`src/rtl/unidade_load_store.sv`:
```
// -----------------------------------------------------------------------------
// unidade_load_store
// Memory-side load/store initiator between the core datapath and a word-wide
// data memory. Handles byte/halfword/word loads (sign- or zero-extended) and
// stores. Sub-word stores are done as read-modify-write. Misaligned or illegal
// requests are rejected without any memory strobe.
//
// Handshake: the core presents Requisicao plus the request fields. A request
// is accepted on a rising edge where Pronto=1 and Requisicao=1. All request
// fields are captured at that edge. While Pronto=0, every request input is
// ignored. Completion is signalled by a one-cycle Valido pulse.
// ErroAlinhamento qualifies that pulse.
//
// Ports
//   Clock, Reset_n        clock, asynchronous active-low reset
//   Requisicao            request (sampled only while Pronto=1)
//   Escrita               1 = store, 0 = load
//   Tamanho               00 byte, 01 halfword, 10 word, 11 illegal
//   SemSinal              loads: 1 zero-extend, 0 sign-extend
//   EnderecoCPU, DadoCPU  byte address, right-aligned store data
//   Pronto, Valido        idle indicator, completion pulse
//   DadoCarregado         load result, held until the next load completes
//   ErroAlinhamento       rejected request (only together with Valido)
//   Endereco              word-aligned memory address
//   DadosEscrita          full word to write
//   MemWrite, MemRead     memory strobes (mutually exclusive)
//   DadosLidos            memory read data (combinational from Endereco)
//   EstadoDepuracao       current FSM state, for observation only
// -----------------------------------------------------------------------------
module unidade_load_store #(
  parameter int LARGURA = 32
) (
  input  logic               Clock,
  input  logic               Reset_n,
  input  logic               Requisicao,
  input  logic               Escrita,
  input  logic [1:0]         Tamanho,
  input  logic               SemSinal,
  input  logic [LARGURA-1:0] EnderecoCPU,
  input  logic [LARGURA-1:0] DadoCPU,
  output logic               Pronto,
  output logic               Valido,
  output logic [LARGURA-1:0] DadoCarregado,
  output logic               ErroAlinhamento,
  output logic [LARGURA-1:0] Endereco,
  output logic [LARGURA-1:0] DadosEscrita,
  output logic               MemWrite,
  output logic               MemRead,
  input  logic [LARGURA-1:0] DadosLidos,
  output logic [1:0]         EstadoDepuracao
);

  typedef enum logic [1:0] {
    OCIOSO   = 2'd0,
    LEITURA  = 2'd1,
    ESCRITA  = 2'd2,
    RESPOSTA = 2'd3
  } estado_t;

  estado_t              estado_q, estado_d;
  logic [LARGURA-1:0]   endereco_q, endereco_d;
  logic [1:0]           faixa_q, faixa_d;        // addr[1:0] of the request
  logic [1:0]           tamanho_q, tamanho_d;
  logic                 escrita_q, escrita_d;
  logic                 sem_sinal_q, sem_sinal_d;
  logic [LARGURA-1:0]   dado_cpu_q, dado_cpu_d;
  logic                 erro_q, erro_d;
  logic [LARGURA-1:0]   dados_escrita_q, dados_escrita_d;
  logic [LARGURA-1:0]   dado_carregado_q, dado_carregado_d;

  logic                 desalinhado;
  logic [7:0]           byte_sel;
  logic [15:0]          meia_sel;
  logic [LARGURA-1:0]   estendido;
  logic [LARGURA-1:0]   mesclado;

  // Decoded directly from the live request; only used at acceptance.
  always_comb begin
    desalinhado = 1'b0;
    case (Tamanho)
      2'b01:   desalinhado = EnderecoCPU[0];
      2'b10:   desalinhado = (EnderecoCPU[1:0] != 2'b00);
      2'b11:   desalinhado = 1'b1;
      default: desalinhado = 1'b0;
    endcase
  end

  // Lane extraction and extension for loads.
  always_comb begin
    byte_sel = DadosLidos[7:0];
    case (faixa_q)
      2'd0:    byte_sel = DadosLidos[7:0];
      2'd1:    byte_sel = DadosLidos[15:8];
      2'd2:    byte_sel = DadosLidos[23:16];
      default: byte_sel = DadosLidos[31:24];
    endcase
    meia_sel = faixa_q[1] ? DadosLidos[31:16] : DadosLidos[15:0];
    case (tamanho_q)
      2'b00:   estendido = {{(LARGURA-8){~sem_sinal_q & byte_sel[7]}}, byte_sel};
      2'b01:   estendido = {{(LARGURA-16){~sem_sinal_q & meia_sel[15]}}, meia_sel};
      default: estendido = DadosLidos;
    endcase
  end

  // Sub-word store merge: untouched lanes keep the word just read.
  always_comb begin
    mesclado = DadosLidos;
    if (tamanho_q == 2'b00) begin
      case (faixa_q)
        2'd0:    mesclado[7:0]   = dado_cpu_q[7:0];
        2'd1:    mesclado[15:8]  = dado_cpu_q[7:0];
        2'd2:    mesclado[23:16] = dado_cpu_q[7:0];
        default: mesclado[31:24] = dado_cpu_q[7:0];
      endcase
    end else if (faixa_q[1]) begin
      mesclado[31:16] = dado_cpu_q[15:0];
    end else begin
      mesclado[15:0] = dado_cpu_q[15:0];
    end
  end

  // Next-state logic.
  always_comb begin
    estado_d         = estado_q;
    endereco_d       = endereco_q;
    faixa_d          = faixa_q;
    tamanho_d        = tamanho_q;
    escrita_d        = escrita_q;
    sem_sinal_d      = sem_sinal_q;
    dado_cpu_d       = dado_cpu_q;
    erro_d           = erro_q;
    dados_escrita_d  = dados_escrita_q;
    dado_carregado_d = dado_carregado_q;
    case (estado_q)
      OCIOSO: begin
        if (Requisicao) begin
          endereco_d  = {EnderecoCPU[LARGURA-1:2], 2'b00};
          faixa_d     = EnderecoCPU[1:0];
          tamanho_d   = Tamanho;
          escrita_d   = Escrita;
          sem_sinal_d = SemSinal;
          dado_cpu_d  = DadoCPU;
          erro_d      = desalinhado;
          if (desalinhado) begin
            estado_d = RESPOSTA;
          end else if (Escrita && (Tamanho == 2'b10)) begin
            dados_escrita_d = DadoCPU;
            estado_d        = ESCRITA;
          end else begin
            estado_d = LEITURA;
          end
        end
      end
      LEITURA: begin
        if (escrita_q) begin
          dados_escrita_d = mesclado;
          estado_d        = ESCRITA;
        end else begin
          dado_carregado_d = estendido;
          estado_d         = RESPOSTA;
        end
      end
      ESCRITA:  estado_d = RESPOSTA;
      default:  estado_d = OCIOSO;
    endcase
  end

  always_ff @(posedge Clock or negedge Reset_n) begin
    if (!Reset_n) begin
      estado_q         <= OCIOSO;
      endereco_q       <= '0;
      faixa_q          <= 2'b00;
      tamanho_q        <= 2'b00;
      escrita_q        <= 1'b0;
      sem_sinal_q      <= 1'b0;
      dado_cpu_q       <= '0;
      erro_q           <= 1'b0;
      dados_escrita_q  <= '0;
      dado_carregado_q <= '0;
    end else begin
      estado_q         <= estado_d;
      endereco_q       <= endereco_d;
      faixa_q          <= faixa_d;
      tamanho_q        <= tamanho_d;
      escrita_q        <= escrita_d;
      sem_sinal_q      <= sem_sinal_d;
      dado_cpu_q       <= dado_cpu_d;
      erro_q           <= erro_d;
      dados_escrita_q  <= dados_escrita_d;
      dado_carregado_q <= dado_carregado_d;
    end
  end

  // Outputs come only from registered state; the strobes are state decodes,
  // so an asynchronous reset drops them immediately.
  assign Pronto          = (estado_q == OCIOSO);
  assign Valido          = (estado_q == RESPOSTA);
  assign ErroAlinhamento = (estado_q == RESPOSTA) && erro_q;
  assign MemRead         = (estado_q == LEITURA);
  assign MemWrite        = (estado_q == ESCRITA);
  assign Endereco        = endereco_q;
  assign DadosEscrita    = dados_escrita_q;
  assign DadoCarregado   = dado_carregado_q;
  assign EstadoDepuracao = estado_q;

endmodule

```
`config.mk`:
```
export PLATFORM = sky130hd
export DESIGN_NAME = unidade_load_store
export DESIGN_NICKNAME = d
export VERILOG_FILES = /design/src/rtl/unidade_load_store.sv
export SDC_FILE = /design/constraint.sdc
export NUM_CORES = 1
export LEC_CHECK = 0
export ABC_AREA = 1
export ABC_CLOCK_PERIOD_IN_PS = 1800
export CORE_AREA = 2 2 140 142
export CTS_CLUSTER_SIZE = 40
export DETAILED_ROUTE_END_ITERATION = 10
export DIE_AREA = 0 0 142 144
export PLACE_DENSITY = 0.66
export SLEW_MARGIN = 15
export SYNTH_ARGS = -nofsm -noshare
export SYNTH_HDL_FRONTEND = slang
export SYNTH_SLANG_ARGS = --single-unit
```
`constraint.sdc`:
```
create_clock -name Clock -period 1.8 [get_ports Clock]
set_input_delay 0.45 -clock Clock [delete_from_list [all_inputs] [get_ports Clock]]
set_output_delay 0.45 -clock Clock [all_outputs]
set_load 0.02 [all_outputs]
```
# Word-level counts from Yosys, hierarchy flattened
# Index checks and enable logic that the tools add are counted.
[op_classes] bitwise_logic=4 eq_ne=13 muxes=21 n_reduce_logical=11
[ops] cell="$mux W32" n=5
[ops] cell="$pmux W32 S2" n=2
[ops] cell="$mux W16" n=3
[ops] cell="$mux W8" n=4
[ops] cell="$pmux W8 S3" n=1
[ops] cell="$eq A2 B2 Y1 const B" n=5
[ops] cell="$eq A2 B1 Y1 const B" n=4
[ops] cell="$logic_not A2 Y1" n=3
[ops] cell="$mux W2" n=3
[ops] cell="$pmux W2 S3" n=1
[ops] cell="$reduce_and A5 Y1" n=1
[ops] cell="$ne A2 B1 Y1 const B" n=2
[ops] cell="$ne A2 B2 Y1 const B" n=2
[ops] cell="$reduce_and A2 Y1" n=2
[ops] cell="$reduce_bool A2 Y1" n=2
[ops] cell="$pmux W1 S3" n=1
[ops] cell="$reduce_or A3 Y1" n=1
[ops] cell="$and A1 B1 Y1" n=2
[ops] cell="$logic_and A1 B1 Y1" n=2
[ops] cell="$not A1 Y1" n=2
[ops] cell="$mux W1" n=1
[word_totals] output_inout_bits=103 register_bits=119 inputBits=103

# Logic depth before layout (Yosys ltp)
# Gate-level depths: netlist of run 1.
[logic_depth] ltp_word=6 ltp_mapped=11 mapped_depth_nobuf=9

# Worst setup path after synthesis of run 1
# No wires, ideal clock.
[synth_timing] kind="reg2reg" from="reg estado_q[1] (netlist: EstadoDepuracao[1])" to="reg dados_escrita_q[10] (netlist: DadosEscrita[10])" n_path_buf=2 slack_ps=-36 synth_period_minus_slack_ps=1836 path_stages_with_launch=10 arrival_ps=1720 cell_sequence="dfrtp_1 -> inv_1 -> ha_1 -> buf_2 -> buf_1 -> nand2_1 -> nor2_2 -> nor2_1 -> nand2_1 -> nand2_1"
[synth_via] elab_chain_len=3 elab_cells_between_ends=9 cone_classes="eq/ne: 5; mux: 1; reduce/logical: 3"
[synth_lines] item="start, declared" line="60" rtl="estado_t estado_q, estado_d;"
[synth_lines] item="start signal, assigned" line="181" rtl="estado_q <= estado_d;"
[synth_lines] item="$eq A2 B1 Y1 (*)"
[synth_lines] item="named net MemRead" line="48" rtl="output logic MemRead,"
[synth_lines] item="$ne A2 B1 Y1 (no source line) / $reduce_bool A2 Y1 (equally long branches)"
[synth_lines] item="$reduce_and A5 Y1 (no source line)"
[synth_lines] item="end signal, assigned" line="189" rtl="dados_escrita_q <= dados_escrita_d;"
[synth_lines] item="end, declared" line="68" rtl="logic [LARGURA-1:0] dados_escrita_q, dados_escrita_d;"
# Mark *: on every way through the listed nets, which the timed path passes. The rest lies on a longest branch.
# A chain may end at the register's enable or synchronous reset.

# Worst setup path in the final report of run 1
[layout_timing] from="reg estado_q[1] (netlist: EstadoDepuracao[1])" to="out MemWrite"
[layout_via] elab_chain_len=1
[layout_lines] item="$eq A2 B2 Y1" line="200" rtl="assign MemWrite = (estado_q == ESCRITA);"
[layout_lines] item="end, declared" line="47" rtl="output logic MemWrite,"
# No other way between the ends.

==> summary.txt, run 1 <==
Grt met2 use: 38.39%
Hold slack: 0.4704 ns
Crit path required time: 1.35 ns
Die footprint: 20,450 µm²
Rows: 51
Starting DRT DRC Count: 565
Largest area contributor in the netlist: dfrtp_1
Post-Syn Instances: 994
CTS tree: built
ANT nets after route: 0
Final non-filler cell total: 1,458
Die extent in x: 142 µm
# H-tree levels: 4
RD Place Congestion: 0.9139
Worst Setup End Kind: output port
CP Launch Point: EstadoDepuracao[1]
Largest net degree at the start of global routing: 57
Status: completed
Final setup vio count: 0
Syn_area_per_cell: 7.526 µm²
RSZ-0062 raised after global routing: no
CP Data Arrival Time: 1.31 ns
TritonCTS buffer count: 17
Pwr dens: 1924 nW/µm²
Worst setup margin: 0.04368 ns
Max-cap viol count: 0
Finished Core Util: 54.73%
Tmin final: 1.756 ns
Total GRT Usage: 23.79%
Pre-CTS setup slack: -0.1003 ns
Slowest cell on crit path: dfrtp_2
Critical R2R Capture: DadoCarregado[22]
Core Region: 19,080 µm²
First-pass GRT wire length: 37.36 mm
Clock skew: 0.01124 ns
Vias: 7,155
Synth warn: 0
Area of the mapped netlist: 7481 µm²
Initial DRT Pass Iterations: 5
Leak: 5.264 nW
Crit path max fanout: 3
Top cell type's share of synthesized area: 39.81%
Worst r2r path cells: 10
Post-route setup TNS: 0 ns
Hold Crit Class: flop to flop
Fin area: 10,440 µm²
# DRC: 0
Largest delay share family, worst path: flip-flops
Synth cell types: 36
Layout area overhead: 39.59%
Register area share after synthesis: 39.81%
Hold_sp: DadosEscrita[21]
Critical path class: flop to output port
Peak VDD IR: 1017 µV
Worst-path clk slew: 0.06 ns
Placed Cells: 1,424
Final Hold Viols: 0
GR Util met1: 31.06%
Clk sinks: 119
Crit-path cells: buf_4, ha_4, buf_6
Max-slew violations: 0
Final period util: 97.57%
Remaining global-route overflow: 0
N_diodes: 0
Synth Register Bits: 119
EDFF count, synth: 0
Vias per Instance: 4.907
CTS Buffer Depth: 2
Reg-to-reg startpoint: EstadoDepuracao[1]
Dpl cell area: 9902 µm²
Fmax: 569.4 MHz
Crit start category: flop
CP Depth: 3
Port Buffers: 203
Clock root cell: clkbuf_16
Routed length per instance: 16.31 µm
Fraction of registers with async set/reset: 100.0%
Busiest grt layer: met2
Ys flop type: dfrtp_1
Chip Height: 144 µm
Initial antenna violation count: 0
CP endpoint: MemWrite
Vias in the first global route: 6,869
HPWL Detailed: 17.35 mm
I/O pin cnt: 206
Clock latency at the later pin of the worst-skew pair: 0.43 ns
Detailed Route WL: 23.79 mm
Final-stage net count: 1,314
Total power draw: 20.09 mW
Initial Utilization: 39.21%
CP bufs+invs: 2
Setup slack, reg-to-reg: 0.11 ns
Share of cells above drive strength 1: 21.07%
CP max stage delay: 0.44 ns
Synth top area cells: dfrtp_1, nand2_1, nor2_1
M3 GR Usage: 6.887%
-- sequential cells by signal, indices dropped and copies added (netlist names) --
| register | flops |
|---|---|
| DadoCarregado | 32 |
| DadosEscrita | 32 |
| Endereco | 30 |
| dado_cpu_q | 16 |
| EstadoDepuracao | 2 |
| faixa_q | 2 |
| tamanho_q | 2 |
| erro_q | 1 |
| escrita_q | 1 |
| sem_sinal_q | 1 |
-- cells by family (layout without fill, tap and decap cells) --
kind of cell               after synthesis  in the layout  share of synthesized area, %
DFF                                    119            119                         39.81
AOI/OAI and AO/OA                       91             91                         6.640
adders and majority gates                4              4                        0.6690
and+or+nand+nor                        610            610                         38.12
muxes                                   31             31                         4.666
buffers and inverters                  138            363                         10.05
other                                    1              2                       0.05013
-- worst min path at each step --
stage                     depth (start not counted)                to
final                                             2  DadosEscrita[21]
after global routing                              2  DadoCarregado[1]
after CTS                                         2  DadosEscrita[25]
after detailed placement                          1  DadosEscrita[20]
after global placement                            1  DadosEscrita[20]
after floorplan                                   0  DadoCarregado[0]
-- cell type report --
cell class / count / area, µm²
repair buffers: 249 / 2427
well taps: 238 / 297.8
clock inverters: 9 / 125.1
inverters: 82 / 330.3
multi-input cells: 738 / 3821
fillers: 1805 / 8637
flip-flops and latches: 119 / 2983
clock buffers: 23 / 457.9
-- timing repair --
item | CTS | global route
setup endpoints to repair | 117 | 57
endpoints found under the hold margin | 21 | 0
setup buffers | 1 | 1
hold buffers | 1 | 0
resized for setup | 124 | 22
pin swaps | 0 | 1
-- tightest hold or removal path, delay by kind of cell, from the launching register on --
| kind | cells | cell delay [ns] |
|---|---|---|
| and+or+nand+nor | 2 | 0.10 |
| DFF | 1 | 0.33 |
-- cells in the mapped netlist, types with 5 or more instances --
cell / n
a21oi_1: 59
buf_12: 5
buf_2: 19
buf_4: 7
buf_6: 11
clkbuf_1: 12
dfrtp_1: 119
inv_1: 74
mux2_2: 31
nand2_1: 334
nand2_2: 26
nand3_1: 27
nand3_2: 44
nor2_1: 130
nor2_2: 23
o21ai_0: 21
o221ai_1: 6
or2_2: 17
-- where the power goes --
part | leakage, nW | total, mW | switching, mW | internal, mW
clock network | 0.281 | 3.49 | 1.28 | 2.20
registers | 1.40 | 4.80 | 0.749 | 4.05
logic | 3.58 | 11.8 | 7.28 | 4.53
total | 5.26 | 20.1 | 9.31 | 10.8
-- per-layer routing --
| layer | vias up | share of wire, % | routed length (µm) |
|---|---|---|---|
| met5 | - | 0 | 0 |
| met4 | 0 | 1.9 | 447 |
| met3 | 31 | 8.0 | 1904 |
| met2 | 278 | 48 | 11300 |
| met1 | 3330 | 43 | 10130 |
| li1 | 3516 | - | - |
-- cells in the final DEF (no fill, tap or decap), drive strengths merged, types with 3 or more instances in the layout --
cell           instances
mux2                  31
o21ai                 22
bufinv                 3
clkbuf                24
dfrtp                119
buf                   52
or2                   17
nor2                 157
o221ai                 6
dlygate4sd2           94
a21oi                 61
inv                   81
ha                     4
clkinv                 5
nand2                363
nand3                 72
clkdlybuf4s50        101
(Power assumes the default switching activity.)
==> run 2, diff against run 1 <==
--- a/config.mk
+++ b/config.mk
@@ -5,13 +5,12 @@
 export SDC_FILE = /design/constraint.sdc
 export NUM_CORES = 1
 export LEC_CHECK = 0
-export ABC_AREA = 1
 export ABC_CLOCK_PERIOD_IN_PS = 1800
-export CORE_AREA = 2 2 140 142
+export CORE_AREA = 2 2 113 126
 export CTS_CLUSTER_SIZE = 40
 export DETAILED_ROUTE_END_ITERATION = 10
-export DIE_AREA = 0 0 142 144
-export PLACE_DENSITY = 0.66
+export DIE_AREA = 0 0 115 128
+export PLACE_DENSITY = 0.77
 export SLEW_MARGIN = 15
 export SYNTH_ARGS = -nofsm -noshare
 export SYNTH_HDL_FRONTEND = slang
==> summary.txt, run 2 <==
# DRC: 0
ANT nets after route: 0
Core Region: 13,510 µm²
Hold slack: 0.4807 ns
Max-slew violations: 0
Share of total power in combinational logic: 52.7%
CP max stage delay: 0.44 ns
Hold Crit Class: flop to flop
EDFF count, synth: 0
Crit path required time: 1.35 ns
Worst-path clk slew: 0.05 ns
Post-synth top cells: dfrtp_1, mux2_2, mux2i_1, a21oi_1, nor2_1
Crit start category: flop
CTS tree: built
Clk sinks: 119
Largest net degree at the start of global routing: 39
Sw Share: 40.96%
Initial DRT Pass Iterations: 5
Worst Setup End Kind: output port
Internal: 10.23 mW
HPWL Detailed: 14.08 mm
TritonCTS buffer count: 17
Layout area overhead: 49.83%
Fraction of registers with async set/reset: 100.0%
Leak: 4.022 nW
Vias in the first global route: 5,485
Ys flop type: dfrtp_1
Top cell type's share of synthesized area: 49.23%
Vias per Instance: 5.678
Crit-path cells: ha_2, and2_1, buf_4
First-pass GRT wire length: 29.59 mm
# H-tree levels: 4
Initial Utilization: 44.76%
Starting DRT DRC Count: 460
Max-cap viol count: 0
Worst r2r path cells: 7
Worst Hold Depth: 2
Die extent in x: 115 µm
Peak VDD IR: 1033 µV
Share of cells above drive strength 1: 22.14%
Synth Register Bits: 119
Remaining global-route overflow: 0
Chip Height: 128 µm
Psw: 7.100 mW
Clock share of power: 17.8%
Synth cell types: 43
RD Place Congestion: 0.8748
Final-stage net count: 884
Largest area contributor in the netlist: dfrtp_1
Post-Syn Instances: 546
Most frequent cells in the layout: dfrtp_1, clkdlybuf4s50_1, dlygate4sd2_1
Routed length per instance: 20.14 µm
Slowest cell on crit path: dfrtp_2
Critical path class: flop to output port
Rows: 45
Clock latency at the later pin of the worst-skew pair: 0.41 ns
Crit path max fanout: 4
Reg-to-reg startpoint: EstadoDepuracao[0]
Reg power frac: 29.5%
Clock root cell: clkbuf_16
CP Data Arrival Time: 1.35 ns
Die footprint: 14,720 µm²
Clock skew: 0.008765 ns
Fmax: 556.7 MHz
CTS Buffer Depth: 2
I/O pin cnt: 206
Status: completed
Initial antenna violation count: 0
Synth warn: 0
Port Buffers: 203
Fin area: 9062 µm²
Dpl cell area: 8533 µm²
Largest delay share family, worst path: flip-flops
Hold Path Sink: DadoCarregado[4]
Final Hold Viols: 0
Hold_sp: DadoCarregado[4]
Tmin final: 1.796 ns
Pwr dens: 1913 nW/µm²
Area of the mapped netlist: 6048 µm²
Commonest non-fill, non-tap cell in the layout: dfrtp_1
RSZ-0062 raised after global routing: yes
Critical R2R Capture: DadosEscrita[31]
Register area share after synthesis: 49.23%
Setup slack, reg-to-reg: 0.05 ns
Synth top area cells: dfrtp_1, mux2_2, mux2i_1
Final setup vio count: 0
Final period util: 99.80%
Syn_area_per_cell: 11.08 µm²
Most common cell in the netlist: dfrtp_1
Detailed Route WL: 19.15 mm
Vias: 5,400
CP bufs+invs: 1
Total GRT Usage: 26.45%
run 2: cell count changes in the layout (fill, tap and decap cells not counted), sizes merged, moves of 18 or more:
cell	delta
inv	-76
mux2	+37
mux2i	+58
nand2	-336
nand2b	+18
nand3	-57
nor2	-118
run 2: through the flow:
| step | setup TNS, ns | power [mW] | util, % | instances | setup WS, ns |
|---|---|---|---|---|---|
| 6_report | 0 | 17.33 | 67.06 | 951 | 0.003604 |
| 5_1_grt | -0.07029 | 18.30 | 67.05 | 950 | -0.04055 |
| 4_1_cts | -0.04032 | 17.12 | 66.27 | 949 | -0.01218 |
| 3_5_place_dp | -22.81 | 14.75 | 63.15 | 918 | -0.4587 |
| 3_3_place_gp | -21.19 | 14.48 | 63.15 | 918 | -0.4338 |
| 2_1_floorplan | -0.3593 | 10.66 | - | 547 | -0.04477 |
run 2: kinds of logic (layout without fill, tap and decap cells):
logic type	count (synthesis)	count (layout)	synth area share, %
compound gates	129	129	13.90
fa+ha+maj	4	4	0.8275
buf+inv	48	286	3.869
flops	119	119	49.23
mux	127	127	22.63
other cells	1	3	0.06200
simple gates	118	119	9.474
run 2: layer usage:
metal  vias to the layer above  part of all wire, %  wire length [µm]  global-route usage, %
met5                         -                    0                 0                      0
met4                         0                  3.4               644                  11.84
met3                        45                  7.8              1495                  6.998
met2                       267                   49              9423                  42.39
met1                      2630                   40              7588                  33.62
li1                       2458                    -                 -                      -
run 2: power by group through the flow:
stage	Sequential (mW)	Combinational (mW)	Clock, mW
6_report	5.12	9.14	3.08
5_1_grt	5.27	9.77	3.26
4_1_cts	5.10	8.89	3.13
3_5_place_dp	5.16	9.59	0
3_3_place_gp	5.08	9.40	0
2_1_floorplan	6.13	4.54	0
run 2: layout make-up:
| cell class | instances | area (µm²) |
|---|---|---|
| antenna | 1 | 2.502 |
| clock buffer | 23 | 478.0 |
| clock inverter | 5 | 50.05 |
| fill | 1089 | 4451 |
| inverter | 5 | 21.27 |
| multi-input combinational | 381 | 2937 |
| sequential | 119 | 2982 |
| tap | 164 | 205.2 |
| timing repair buffer | 253 | 2387 |
run 2: worst max-delay path by stage:
stage                     cells after the start          startpoint          endpoint
after floorplan                               6      EnderecoCPU[0]  DadosEscrita[16]
after global placement                        5      EnderecoCPU[0]  DadosEscrita[16]
after detailed placement                      5      EnderecoCPU[0]  DadosEscrita[23]
after CTS                                     3  EstadoDepuracao[1]   ErroAlinhamento
after global routing                          3  EstadoDepuracao[1]   ErroAlinhamento
final                                         3  EstadoDepuracao[0]   ErroAlinhamento
run 2: what timing repair did:
item                                    4_1_cts  5_1_grt
hold buffers                                  1        0
pin swaps                                     0        5
gates resized for setup                     121       21
hold endpoints to repair                     22        0
setup buffers                                 1        0
gates cloned                                  1        1
endpoints found under the setup margin      127       49
run 2: worst reg2reg max path, stage by stage, from the launching register on:
cell,delay (ns)
dfrtp_2,0.44
buf_6,0.13
ha_4,0.19
buf_8,0.16
o21ai_4,0.10
clkbuf_16,0.19
o221ai_1,0.15
mux2_2,0.28
==> run 3, diff against run 2 <==
--- a/config.mk
+++ b/config.mk
@@ -5,12 +5,14 @@
 export SDC_FILE = /design/constraint.sdc
 export NUM_CORES = 1
 export LEC_CHECK = 0
-export ABC_CLOCK_PERIOD_IN_PS = 1800
-export CORE_AREA = 2 2 113 126
+export ABC_CLOCK_PERIOD_IN_PS = 1950
+export CAP_MARGIN = 10
+export CORE_AREA = 2 2 112 124
+export CTS_BUF_LIST = sky130_fd_sc_hd__clkbuf_8
 export CTS_CLUSTER_SIZE = 40
 export DETAILED_ROUTE_END_ITERATION = 10
-export DIE_AREA = 0 0 115 128
-export PLACE_DENSITY = 0.77
+export DIE_AREA = 0 0 114 126
+export PLACE_DENSITY = 0.79
 export SLEW_MARGIN = 15
 export SYNTH_ARGS = -nofsm -noshare
 export SYNTH_HDL_FRONTEND = slang
==> constraint.sdc (replaced) <==
create_clock -name Clock -period 1.95 [get_ports Clock]
set_input_delay 0.4875 -clock Clock [delete_from_list [all_inputs] [get_ports Clock]]
set_output_delay 0.4875 -clock Clock [all_outputs]
set_load 0.02 [all_outputs]
==> summary.txt, run 3 (synthesized netlist as in run 2, its figures left out) <==
Rows: 44
Slowest cell on crit path: clkdlybuf4s50_1
TritonCTS buffer count: 17
Hold Crit Class: flop to flop
Largest net degree at the start of global routing: 47
Hold slack: 0.4926 ns
Clock root cell: clkbuf_8
Chip Height: 126 µm
Vias: 5,266
CTS Buffer Depth: 2
CTS tree: built
Commonest non-fill, non-tap cell in the layout: clkdlybuf4s50_1
# DRC: 0
Worst Setup End Kind: output port
Crit path required time: 1.46 ns
Fin area: 8936 µm²
Vias in the first global route: 5,737
Crit path max fanout: 2
Crit-path cells: clkdlybuf4s50_1
Final setup vio count: 0
Final period util: 98.66%
Dpl cell area: 8442 µm²
Remaining global-route overflow: 0
Leak: 4.050 nW
Total GRT Usage: 26.91%
RD Place Congestion: 0.8801
Final-stage net count: 874
Post-route setup TNS: 0 ns
Area of the multi-input gates: 2905 µm²
I/O pin cnt: 206
Die footprint: 14,360 µm²
Max-slew violations: 0
Port Buffers: 203
Crit start category: flop
Fmax: 519.8 MHz
Starting DRT DRC Count: 353
CP max stage delay: 0.63 ns
Clk sinks: 119
Initial antenna violation count: 0
Critical path class: flop to output port
First-pass GRT wire length: 29.67 mm
Most frequent cells in the layout: clkdlybuf4s50_1, dfrtp_1, mux2_2
Pwr dens: 1746 nW/µm²
CP Data Arrival Time: 1.44 ns
Worst setup margin: 0.02611 ns
Routed length per instance: 20.11 µm
HPWL Detailed: 14.02 mm
Pre-CTS setup slack: -0.3662 ns
Initial Utilization: 46.16%
Clock latency at the later pin of the worst-skew pair: 0.45 ns
Detailed Route WL: 18.93 mm
Max-cap viol count: 0
Die extent in x: 114 µm
Core Region: 13,100 µm²
Layout area overhead: 47.75%
Share of cells above drive strength 1: 20.77%
Tmin final: 1.924 ns
CP bufs+invs: 1
Clock skew: 0.01119 ns
Fillers: 1,003
Vias per Instance: 5.596
Relative slew margins: 60.30%
# H-tree levels: 4
Final Hold Viols: 0
Largest delay share family, worst path: buffers and inverters
N_diodes: 0
Reg area: 2980 µm²
ANT nets after route: 0
Peak VDD IR: 1007 µV
Finished Core Util: 68.20%
Slew @ Worst Pin: 0.5955 ns
Status: completed
Worst-path clk slew: 0.07 ns
Initial DRT Pass Iterations: 4
run 3: changes by cell type in the layout (fill, tap and decap cells not counted), moves of 2 or more:
cell | previous run | this run
buf_2 | 2 | 4
buf_4 | 41 | 35
buf_6 | 2 | 0
buf_8 | 4 | 0
clkbuf_1 | 3 | 0
clkbuf_16 | 18 | 0
clkbuf_8 | 3 | 22
clkdlybuf4s50_1 | 101 | 151
clkinvlp_4 | 0 | 2
dlygate4sd2_1 | 96 | 16
dlymetal6s2s_1 | 0 | 30
inv_1 | 3 | 5
run 3: through the flow:
step                      cells  total power [mW]
after global placement      905             13.28
final                       941             15.60
after floorplan             547             9.773
after CTS                   941             15.72
after global routing        941             16.49
after detailed placement    905             13.56
run 3: worst paths after layout:
kind	end	slack (ns)	cells past startpoint	start
min	DadoCarregado[3]	0.49	2	DadoCarregado[3]
max reg2reg	DadosEscrita[12]	0.07	6	EstadoDepuracao[0]
min in group asynchronous	Endereco[20]	0.53	2	Reset_n
min reg2reg	DadoCarregado[3]	0.49	2	DadoCarregado[3]
max	DadosEscrita[15]	0.03	1	DadosEscrita[15]
max in group asynchronous	DadosEscrita[21]	0.81	3	Reset_n
run 3: worst register-to-register path: cells and delay by family, from the launching register on:
family          cells  cell delay (ns)
compound gates      2             0.48
flops               1             0.45
buf+inv             2             0.36
mux                 1             0.31
fa+ha+maj           1             0.18
run 3: final cells by class:
type / instances / area share, %
Clock buffer: 22 / 3.388
Clock inverter: 10 / 0.8681
Inverter: 5 / 0.2100
Multi-Input combinational cell: 380 / 32.51
Sequential cell: 119 / 33.35
Tap cell: 161 / 2.254
Timing Repair Buffer: 244 / 27.42
run 3: timing repair:
action	in CTS	in global routing
resized for setup	42	33
hold buffers	1	0
hold endpoints to repair	32	0
setup buffers	3	0
pin swaps	0	0
endpoints found under the setup margin	27	34
run 3: report_power, final:
group          switching [mW]  internal [mW]  leakage, nW
combinational            4.53           4.24         2.48
clock                   0.975           1.15        0.203
sequential              0.953           3.75         1.37
total                    6.46           9.14         4.05
run 3: per-layer routing:
metal	vias up	track usage, %	part of all wire, %
li1	2427	-	-
met1	2588	32.07	40
met2	216	45.20	50
met3	35	7.940	7.1
met4	0	11.48	2.7
met5	-	0	0
